### config.mk
export PLATFORM = sky130hd
export DESIGN_NAME = game_director
export DESIGN_NICKNAME = d
export VERILOG_FILES = /design/src/rtl/game_director.sv
export SDC_FILE = /design/constraint.sdc
export NUM_CORES = 1
export LEC_CHECK = 0
export ABC_AREA = 1
export CORE_MARGIN = 4
export CORE_UTILIZATION = 41
export CTS_CLUSTER_SIZE = 40
export DETAILED_ROUTE_END_ITERATION = 8
export PLACE_DENSITY = 0.78
export SYNTH_ARGS = -nofsm -noshare
export SYNTH_HDL_FRONTEND = slang
export SYNTH_SLANG_ARGS = --single-unit
### constraint.sdc
create_clock -name clk -period 1.5 [get_ports clk]
set_input_delay 0.15 -clock clk [delete_from_list [all_inputs] [get_ports clk]]
set_output_delay 0.15 -clock clk [all_outputs]
set_load 0.01 [all_outputs]
### src/rtl/game_director.sv
// game_director: top-level sequencer for the brick-breaker game.
// Decides when the ball engine is held in reset, when a ball is launched and
// how fast the engine steps. It tracks lives, a 4-digit BCD score, the level
// and the bricks remaining, and raises game_over for the display path.
//
// Ports:
//   clk          system clock
//   rst          asynchronous active-low reset
//   btn_start    debounced start/serve button (rising edge used)
//   ball_lost    1-cycle pulse: ball missed the paddle
//   brick_hit    1-cycle pulse: a brick was struck
//   brick_clear  1-cycle pulse: a brick reached strength 0
//   ball_rst     active-low reset to the ball engine (low reloads bricks)
//   ball_start   1-cycle launch pulse
//   step_period  engine step period in clk cycles
//   lives        lives remaining
//   score        four BCD digits, [15:12] = thousands
//   level        current level 1..15
//   game_over    high while in OVER
//   state        current state code
//
// Optional feature: define AUTO_SERVE_EN to launch the ball automatically
// after SERVE_DELAY cycles in SERVE when no start edge arrives.
//
// state | meaning
// IDLE  | power-up, waiting for the first start edge
// LOAD  | ball engine held in reset for 2 cycles, brick field reloaded
// SERVE | waiting for a start edge to launch the ball
// PLAY  | ball in play, counting hits and cleared bricks
// LOST  | one cycle: take a life, then serve again or game over
// CLEAR | one cycle: level up and speed up, then reload
// OVER  | game finished, final field shown until a start edge
module game_director #(
  parameter int LIVES       = 3,
  parameter int BRICKS      = 64,
  parameter int BASE_PERIOD = 100000,
  parameter int PERIOD_STEP = 10000,
  parameter int MIN_PERIOD  = 40000,
  parameter int SERVE_DELAY = 50000000
) (
  input  logic        clk,
  input  logic        rst,
  input  logic        btn_start,
  input  logic        ball_lost,
  input  logic        brick_hit,
  input  logic        brick_clear,
  output logic        ball_rst,
  output logic        ball_start,
  output logic [31:0] step_period,
  output logic [1:0]  lives,
  output logic [15:0] score,
  output logic [3:0]  level,
  output logic        game_over,
  output logic [2:0]  state
);

  typedef enum logic [2:0] {
    S_IDLE  = 3'd0,
    S_LOAD  = 3'd1,
    S_SERVE = 3'd2,
    S_PLAY  = 3'd3,
    S_LOST  = 3'd4,
    S_CLEAR = 3'd5,
    S_OVER  = 3'd6
  } state_t;

  localparam logic [1:0]  LIVES_INIT = 2'(LIVES);
  localparam logic [6:0]  BRICKS_INIT = 7'(BRICKS);
  localparam logic [31:0] BASE_P = 32'(BASE_PERIOD);
  localparam logic [31:0] STEP_P = 32'(PERIOD_STEP);
  localparam logic [31:0] MIN_P = 32'(MIN_PERIOD);
  // Subtracting only when period >= MIN+STEP keeps the result >= MIN and
  // can never wrap below zero.
  localparam logic [31:0] FLOOR_THR = 32'(MIN_PERIOD + PERIOD_STEP);

  if (LIVES < 1 || LIVES > 3 || BRICKS < 1 || BRICKS > 127 ||
      SERVE_DELAY < 1 || BASE_PERIOD < MIN_PERIOD) begin : g_param_check
    $error("game_director: parameter out of range");
  end

  state_t      state_q, state_d;
  logic        btn_q;
  logic        start_edge;
  logic        auto_fire;
  logic        load_cnt_q, load_cnt_d;
  logic [6:0]  bricks_q, bricks_d;
  logic [1:0]  lives_d;
  logic [15:0] score_d;
  logic [3:0]  level_d;
  logic [31:0] period_d;
  logic        ball_start_d;

  assign start_edge = btn_start & ~btn_q;

  // BCD increment with ripple carry; 9999 is sticky.
  function automatic logic [15:0] bcd_inc(input logic [15:0] v);
    logic [15:0] r;
    logic        carry;
    r     = v;
    carry = 1'b1;
    if (v != 16'h9999) begin
      for (int i = 0; i < 4; i++) begin
        if (carry) begin
          if (r[i*4 +: 4] == 4'd9) begin
            r[i*4 +: 4] = 4'd0;
          end else begin
            r[i*4 +: 4] = r[i*4 +: 4] + 4'd1;
            carry       = 1'b0;
          end
        end
      end
    end
    return r;
  endfunction

`ifdef AUTO_SERVE_EN
  logic [31:0] serve_cnt_q, serve_cnt_d;

  assign auto_fire = (state_q == S_SERVE) && (serve_cnt_q == 32'd0);

  always_comb begin
    serve_cnt_d = serve_cnt_q;
    if (state_d == S_SERVE && state_q != S_SERVE) begin
      serve_cnt_d = 32'(SERVE_DELAY - 1);
    end else if (state_q == S_SERVE && serve_cnt_q != 32'd0) begin
      serve_cnt_d = serve_cnt_q - 32'd1;
    end
  end

  always_ff @(posedge clk or negedge rst) begin
    if (!rst) begin
      serve_cnt_q <= 32'd0;
    end else begin
      serve_cnt_q <= serve_cnt_d;
    end
  end
`else
  assign auto_fire = 1'b0;
`endif

  always_comb begin
    state_d      = state_q;
    load_cnt_d   = load_cnt_q;
    bricks_d     = bricks_q;
    lives_d      = lives;
    score_d      = score;
    level_d      = level;
    period_d     = step_period;
    ball_start_d = 1'b0;
    case (state_q)
      S_IDLE, S_OVER: begin
        if (start_edge) begin
          state_d    = S_LOAD;
          load_cnt_d = 1'b1;
          lives_d    = LIVES_INIT;
          score_d    = 16'h0000;
          level_d    = 4'd1;
          period_d   = BASE_P;
        end
      end
      S_LOAD: begin
        bricks_d = BRICKS_INIT;
        if (load_cnt_q) begin
          load_cnt_d = 1'b0;
        end else begin
          state_d = S_SERVE;
        end
      end
      S_SERVE: begin
        if (start_edge || auto_fire) begin
          ball_start_d = 1'b1;
          state_d      = S_PLAY;
        end
      end
      S_PLAY: begin
        if (brick_hit) begin
          score_d = bcd_inc(score);
        end
        if (brick_clear && bricks_q != 7'd0) begin
          bricks_d = bricks_q - 7'd1;
        end
        // Clearing the last brick beats a simultaneous ball loss.
        if (brick_clear && bricks_q == 7'd1) begin
          state_d = S_CLEAR;
        end else if (ball_lost) begin
          state_d = S_LOST;
        end
      end
      S_LOST: begin
        if (lives <= 2'd1) begin
          lives_d = 2'd0;
          state_d = S_OVER;
        end else begin
          lives_d = lives - 2'd1;
          state_d = S_SERVE;
        end
      end
      S_CLEAR: begin
        level_d    = (level == 4'd15) ? 4'd15 : level + 4'd1;
        period_d   = (step_period >= FLOOR_THR) ? step_period - STEP_P : MIN_P;
        state_d    = S_LOAD;
        load_cnt_d = 1'b1;
      end
      default: state_d = S_IDLE;
    endcase
  end

  always_ff @(posedge clk or negedge rst) begin
    if (!rst) begin
      state_q     <= S_IDLE;
      btn_q       <= 1'b0;
      load_cnt_q  <= 1'b0;
      bricks_q    <= 7'd0;
      lives       <= 2'd0;
      score       <= 16'h0000;
      level       <= 4'd1;
      step_period <= BASE_P;
      ball_start  <= 1'b0;
      ball_rst    <= 1'b0;
      game_over   <= 1'b0;
    end else begin
      state_q     <= state_d;
      btn_q       <= btn_start;
      load_cnt_q  <= load_cnt_d;
      bricks_q    <= bricks_d;
      lives       <= lives_d;
      score       <= score_d;
      level       <= level_d;
      step_period <= period_d;
      ball_start  <= ball_start_d;
      // Decoded from the next state so the outputs line up with state.
      ball_rst    <= (state_d != S_IDLE) && (state_d != S_LOAD);
      game_over   <= (state_d == S_OVER);
    end
  end

  assign state = state_q;

endmodule

# --- Word level (Yosys, flattened, before mapping) ---
# Index checks and enable logic that the tools add are counted.
# Widths: inputs -> output; s select.
word_totals:
  ff_bits: 69
  inputBits: 6
  output_inout_bits: 60
  word_cells: 115
classes:
  n_addsub: 8
  order_cmp: 2
  n_eq_ne: 22
  n_mux: 47
  bitwise: 2
  reduce_logical: 20
op_table:
  columns: ["operator", "n"]
  rows:
  - ["$mux 32", 2]
  - ["$pmux 32 s2", 1]
  - ["$mux 16", 3]
  - ["$mux 4", 9]
  - ["$ge 32x16->1 const B", 1]
  - ["$pmux 16 s2", 1]
  - ["$sub 32x14->32 const B", 1]
  - ["$add 4x1->4 const B", 5]
  - ["$eq 4x4->1 const B", 5]
  - ["$mux 3", 6]
  - ["$pmux 3 s6", 1]
  - ["$mux 1", 17]
  - ["$ne 16x16->1 const B", 1]
  - ["$reduce_and 5->1", 3]
  - ["$ne 2x2->1 const B", 7]
  - ["$pmux 7 s2", 1]
  - ["$eq 3x3->1 const B", 4]
  - ["$pmux 4 s2", 1]
  - ["$reduce_and 2->1", 4]
  - ["$reduce_bool 2->1", 4]
  - ["$eq 7x1->1 const B", 1]
  - ["$mux 7", 1]
  - ["$reduce_bool 7->1", 1]
  - ["$sub 7x1->7 const B", 1]
  - ["other kinds (15)", 20]

# --- Depth between registers and ports, before layout ---
# Gate-level depths: netlist (run 1).
depth:
  depth_word: 17
  mapped_depth: 13
  depth_no_buf: 13

# --- Worst setup path after synthesis (run 1) ---
# No wires, ideal clock.
synth_timing:
  path_type: "register to register"
  startpoint: "register step_period[5]"
  endpoint: "register step_period[12]"
  setup_ns: 0.126
  arrival_ns: 1.528
  required_ns: 1.374
  setup_slack_ns: -0.154
  stages_incl_launch_ff: 13
  n_path_buf: 0
  synth_period_minus_slack_ns: 1.654
  cell_sequence: "dfstp_2 inv_1 ha_1 inv_1 nand2_1 nand3_1 nand2_1 nand2_1 nand2_1 nand2_1 o21ai_0 nand2_1 o21ai_0"
synth_via:
  elab_chain_len: 3
  word_cells_on_any_way: 4
  cone_classes: "add/sub (1); order compare (1); mux (2)"
synth_lines:
  columns: ["element", "line_no", "text"]
  rows:
  - ["from (decl)", "49", "output logic [31:0] step_period,"]
  - ["from (signal assigned)", "229", "step_period <= period_d;"]
  - ["$sub 32x14->32 / $ge 32x16->1 (equally long branches)", "200", "period_d = (step_period >= FLOOR_THR) ? step_period - STEP_P : MIN_P;"]
  - ["$mux 32 *", "200", null]
  - ["$pmux 32 s2 *", "150", "case (state_q)"]
# Every way passes the cells marked *; elsewhere a longest branch is shown, timed or not.
# A chain may end at the register's enable or synchronous reset.

# --- Worst setup path in the final report (run 1) ---
layout_timing:
  startpoint: "register step_period[5]"
  endpoint: "register step_period[27]"
# Same word-level chain as after synthesis.

==> results of run 1 <==
==> path summary, 6_finish.rpt <==
kind / from / end / slack [ns] / depth (start not counted)
min: btn_start / btn_q / 0.33 / 1
max: step_period[5] / step_period[27] / -0.16 / 12
min reg2reg: lives[1] / lives[0] / 0.54 / 2
min in group asynchronous: rst / level[2] / 0.34 / 3
max in group asynchronous: rst / step_period[16] / 0.83 / 3
max reg2reg: step_period[5] / step_period[27] / -0.16 / 12
==> power by group through the flow <==
stage | logic (W) | registers [W] | clock network, W
after floorplan | 0.00283 | 0.00288 | 0
after global placement | 0.00507 | 0.00268 | 0
after detailed placement | 0.00523 | 0.00270 | 0
after CTS | 0.00546 | 0.00262 | 0.00148
after global routing | 0.00661 | 0.00271 | 0.00158
final | 0.00604 | 0.00265 | 0.00146
==> synthesized netlist by cell type (all sizes together) <==
library cell | n | area (sq um)
nand2 | 181 | 714
nor2 | 70 | 312
inv | 68 | 255
dfrtp | 58 | 1450
nand3 | 56 | 280
o21ai | 42 | 210
nand4 | 21 | 161
ha | 14 | 175
xor2 | 13 | 114
buf | 12 | 95.1
a21oi | 9 | 56.3
dfstp | 7 | 184
nor3 | 7 | 40.0
or2 | 5 | 31.3
nand3b | 3 | 35.0
and2 | 2 | 15.0
o22ai | 2 | 12.5
xnor2 | 2 | 17.5
a31o | 1 | 8.76
clkbuf | 1 | 3.75
conb | 1 | 3.75
nand2b | 1 | 6.26
nor2b | 1 | 6.26
nor4 | 1 | 6.26
o211ai | 1 | 7.51
o21bai | 1 | 11.3
==> area by class of cell <==
type	instances	area share, %
well taps	133	2.66
inverters	68	4.27
clock buffers	9	1.98
flip-flops and latches	65	26.3
repair buffers	167	22.5
multi-input cells	438	41.3
clock inverters	7	0.978
==> worst max-delay path, delay by kind of cell (launching register included) <==
kind / cells / cell delay [ns]
compound gates: 1 / 0.18
flops: 1 / 0.54
fa+ha+maj: 1 / 0.16
buf+inv: 3 / 0.26
simple gates: 7 / 0.46
==> stage by stage <==
| step | total power (W) | worst slack, ns | setup TNS, ns | cell area (sq um) |
|---|---|---|---|---|
| 3_3_place_gp | 0.00775 | -0.113 | -3.64 | 5620 |
| 5_1_grt | 0.0109 | -0.259 | -6.57 | 6270 |
| 4_1_cts | 0.00955 | -0.145 | -2.74 | 5960 |
| 2_1_floorplan | 0.00571 | -0.0969 | -1.06 | 4290 |
| 3_5_place_dp | 0.00793 | -0.190 | -6.43 | 5620 |
| 6_report | 0.0102 | -0.159 | -3.05 | 6270 |
==> cell families after synthesis <==
family	after synthesis	share of synthesized area, %
other	1	0.0890
buffers and inverters	81	8.40
flip-flops	65	38.8
AO/OA/AOI/OAI	56	7.27
XOR/XNOR	15	3.12
AND/OR/NAND/NOR	348	38.2
adder cells (fa/ha/maj)	14	4.16
==> what timing repair did <==
| action | CTS | global route |
|---|---|---|
| setup buffers | 13 | 11 |
| gates resized for setup | 87 | 73 |
| cloned | 1 | 0 |
| endpoints found under the hold margin | 58 | 0 |
| endpoints found under the setup margin | 85 | 60 |
| pin swaps | 8 | 20 |
| hold buffers | 1 | 0 |
==> flip-flops by register name, summed over array words and instances (netlist names) <==
name / cells
game_over: 1
score: 16
bricks_q: 7
load_cnt_q: 1
level: 4
state: 3
ball_rst: 1
btn_q: 1
lives: 2
step_period: 28
ball_start: 1
==> layer usage <==
layer / share of wire (%) / GRT usage [%] / vias to the layer above
li1: - / - / 2202
met2: 52 / 37.9 / 124
met3: 5.3 / 4.82 / 26
met4: 1.9 / 5.52 / 0
met5: 0 / 0 / -
met1: 41 / 24.8 / 2086
==> impl_metrics.yaml, run 1 <==
global_route:
  grtUsageTotal_pct: 20.9
  grt_pass1_wl_um: 20000
  grt_max_degree: 66
  gr-total-overflow: 0
  antenna_found_initial: 0
  grt_pass1_vias: 4441
clock_tree:
  clk_pin_slew_ns: 0.09
  clock_path_buffers: 2
  cts_tree: "built"
  clock_sinks: 65
  insertion_delay_ns: 0.36
  clockRootBuffer: "clkbuf_8"
  cts_buffers: 9
  cts.htree.levels: 3
synthesis:
  syn_area_sq_um: 4210
  ys_ff_latch: 65
  synth.avg_cell_area_sq_um: 7.27
  ys_seq_area_share_pct: 38.8
  yosysUniqueCellTypes: 40
  syn_inst: 580
  synth_warnings: 0
die:
  initial_utilization_pct: 42.5
  die_w_um: 109
  die_h_um: 109
  rows: 36
  die_area_sq_um: 12000
  pin_count: 66
  core_area_sq_um: 9910
outcome:
  status: "complete, but fails checks"
  violations: "setup timing"
critical_path:
  arrival_ns: 1.95
  crit_top_cell: "nand2_1"
  start_kind: "flip-flop"
  cp_max_fo: 14
  slowest_delay_ns: 0.54
  setup.worst_path.end_class: "flip-flop"
  crit_slowest_cell: "dfstp_2"
  cp.required_ns: 1.79
  worstPathCellList: "inv_2 > ha_4 > inv_2 > nand2_2 > nand3_2 > nand2_1 > nand2_1 > nand2_2 > a21oi_4 > buf_12 > nand3_1 > nand2_1"
  path_class: "flip-flop to flip-flop"
sta:
  maxSlewViolCount: 0
  finalCritPeriodShare_pct: 111
  setup_viol: 28
  slew_headroom_pct: 65.0
  whs_ns: 0.328
  tightest_slew_ns: 0.520
  max_freq_mhz: 603
  min_period_ns: 1.66
  hold_viol_final: 0
  skew_ns: 0.0124
  grt_setup_unrepaired: "yes"
  fin_ws_ns: -0.159
power:
  share_seq_of_total_power_pct: 26.1
  p_leak_nw: 3.32
  p_int_w: 0.00554
  p_sw_share_pct: 45.5
  ir_drop_mv: 1.14
  power_switching_w: 0.00462
  powerDensity_nw_per_um2: 1620
  pwr-share-clk_pct: 14.4
  p_comb_share_pct: 59.5
cells_and_area:
  nets: 769
  seq_area_sq_um: 1650
  drive_gt1_share_pct: 32.5
  antennaDiodeCount: 0
  most-common-layout-cells: "153 x nand2_1, 98 x buf_4, 53 x nor2_1, 52 x inv_1, 49 x dfrtp_1"
  final_common_cell: "nand2_1"
  stdcell_count: 887
  final_util_pct: 63.2
  area_growth_syn_to_layout_pct: 48.7
  multi_input_area_sq_um: 2590
  num-fill-cells: 856
routing:
  route.vias.total: 4438
  wl_per_cell_um: 14.0
  drtIter0Drc: 160
  drtPass1Iterations: 4
  totalWireLength_um: 12400
  drtAntennaViolNets: 0
  via_per_inst: 5.00
  drc: 0
run:
  maxCapViolCount: 0
placed_design:
  finalWeightedCongestion: 0.945
  place_hpwl_um: 8470
  dp_cells: 846
  port_buffers: 61
min_path:
  hold_path_class: "input port to flip-flop"
Note: power is estimated with default switching activity, not from simulation.
==> run 2, diff against run 1 <==
--- a/config.mk
+++ b/config.mk
@@ -8,6 +8,7 @@
 export ABC_AREA = 1
 export CORE_MARGIN = 4
 export CORE_UTILIZATION = 41
+export CTS_BUF_LIST = sky130_fd_sc_hd__clkbuf_4 sky130_fd_sc_hd__clkbuf_8
 export CTS_CLUSTER_SIZE = 40
 export DETAILED_ROUTE_END_ITERATION = 8
 export PLACE_DENSITY = 0.78
==> results of run 2 <==
Same layout as run 1: the final DEF is identical, and so are final timing and power.
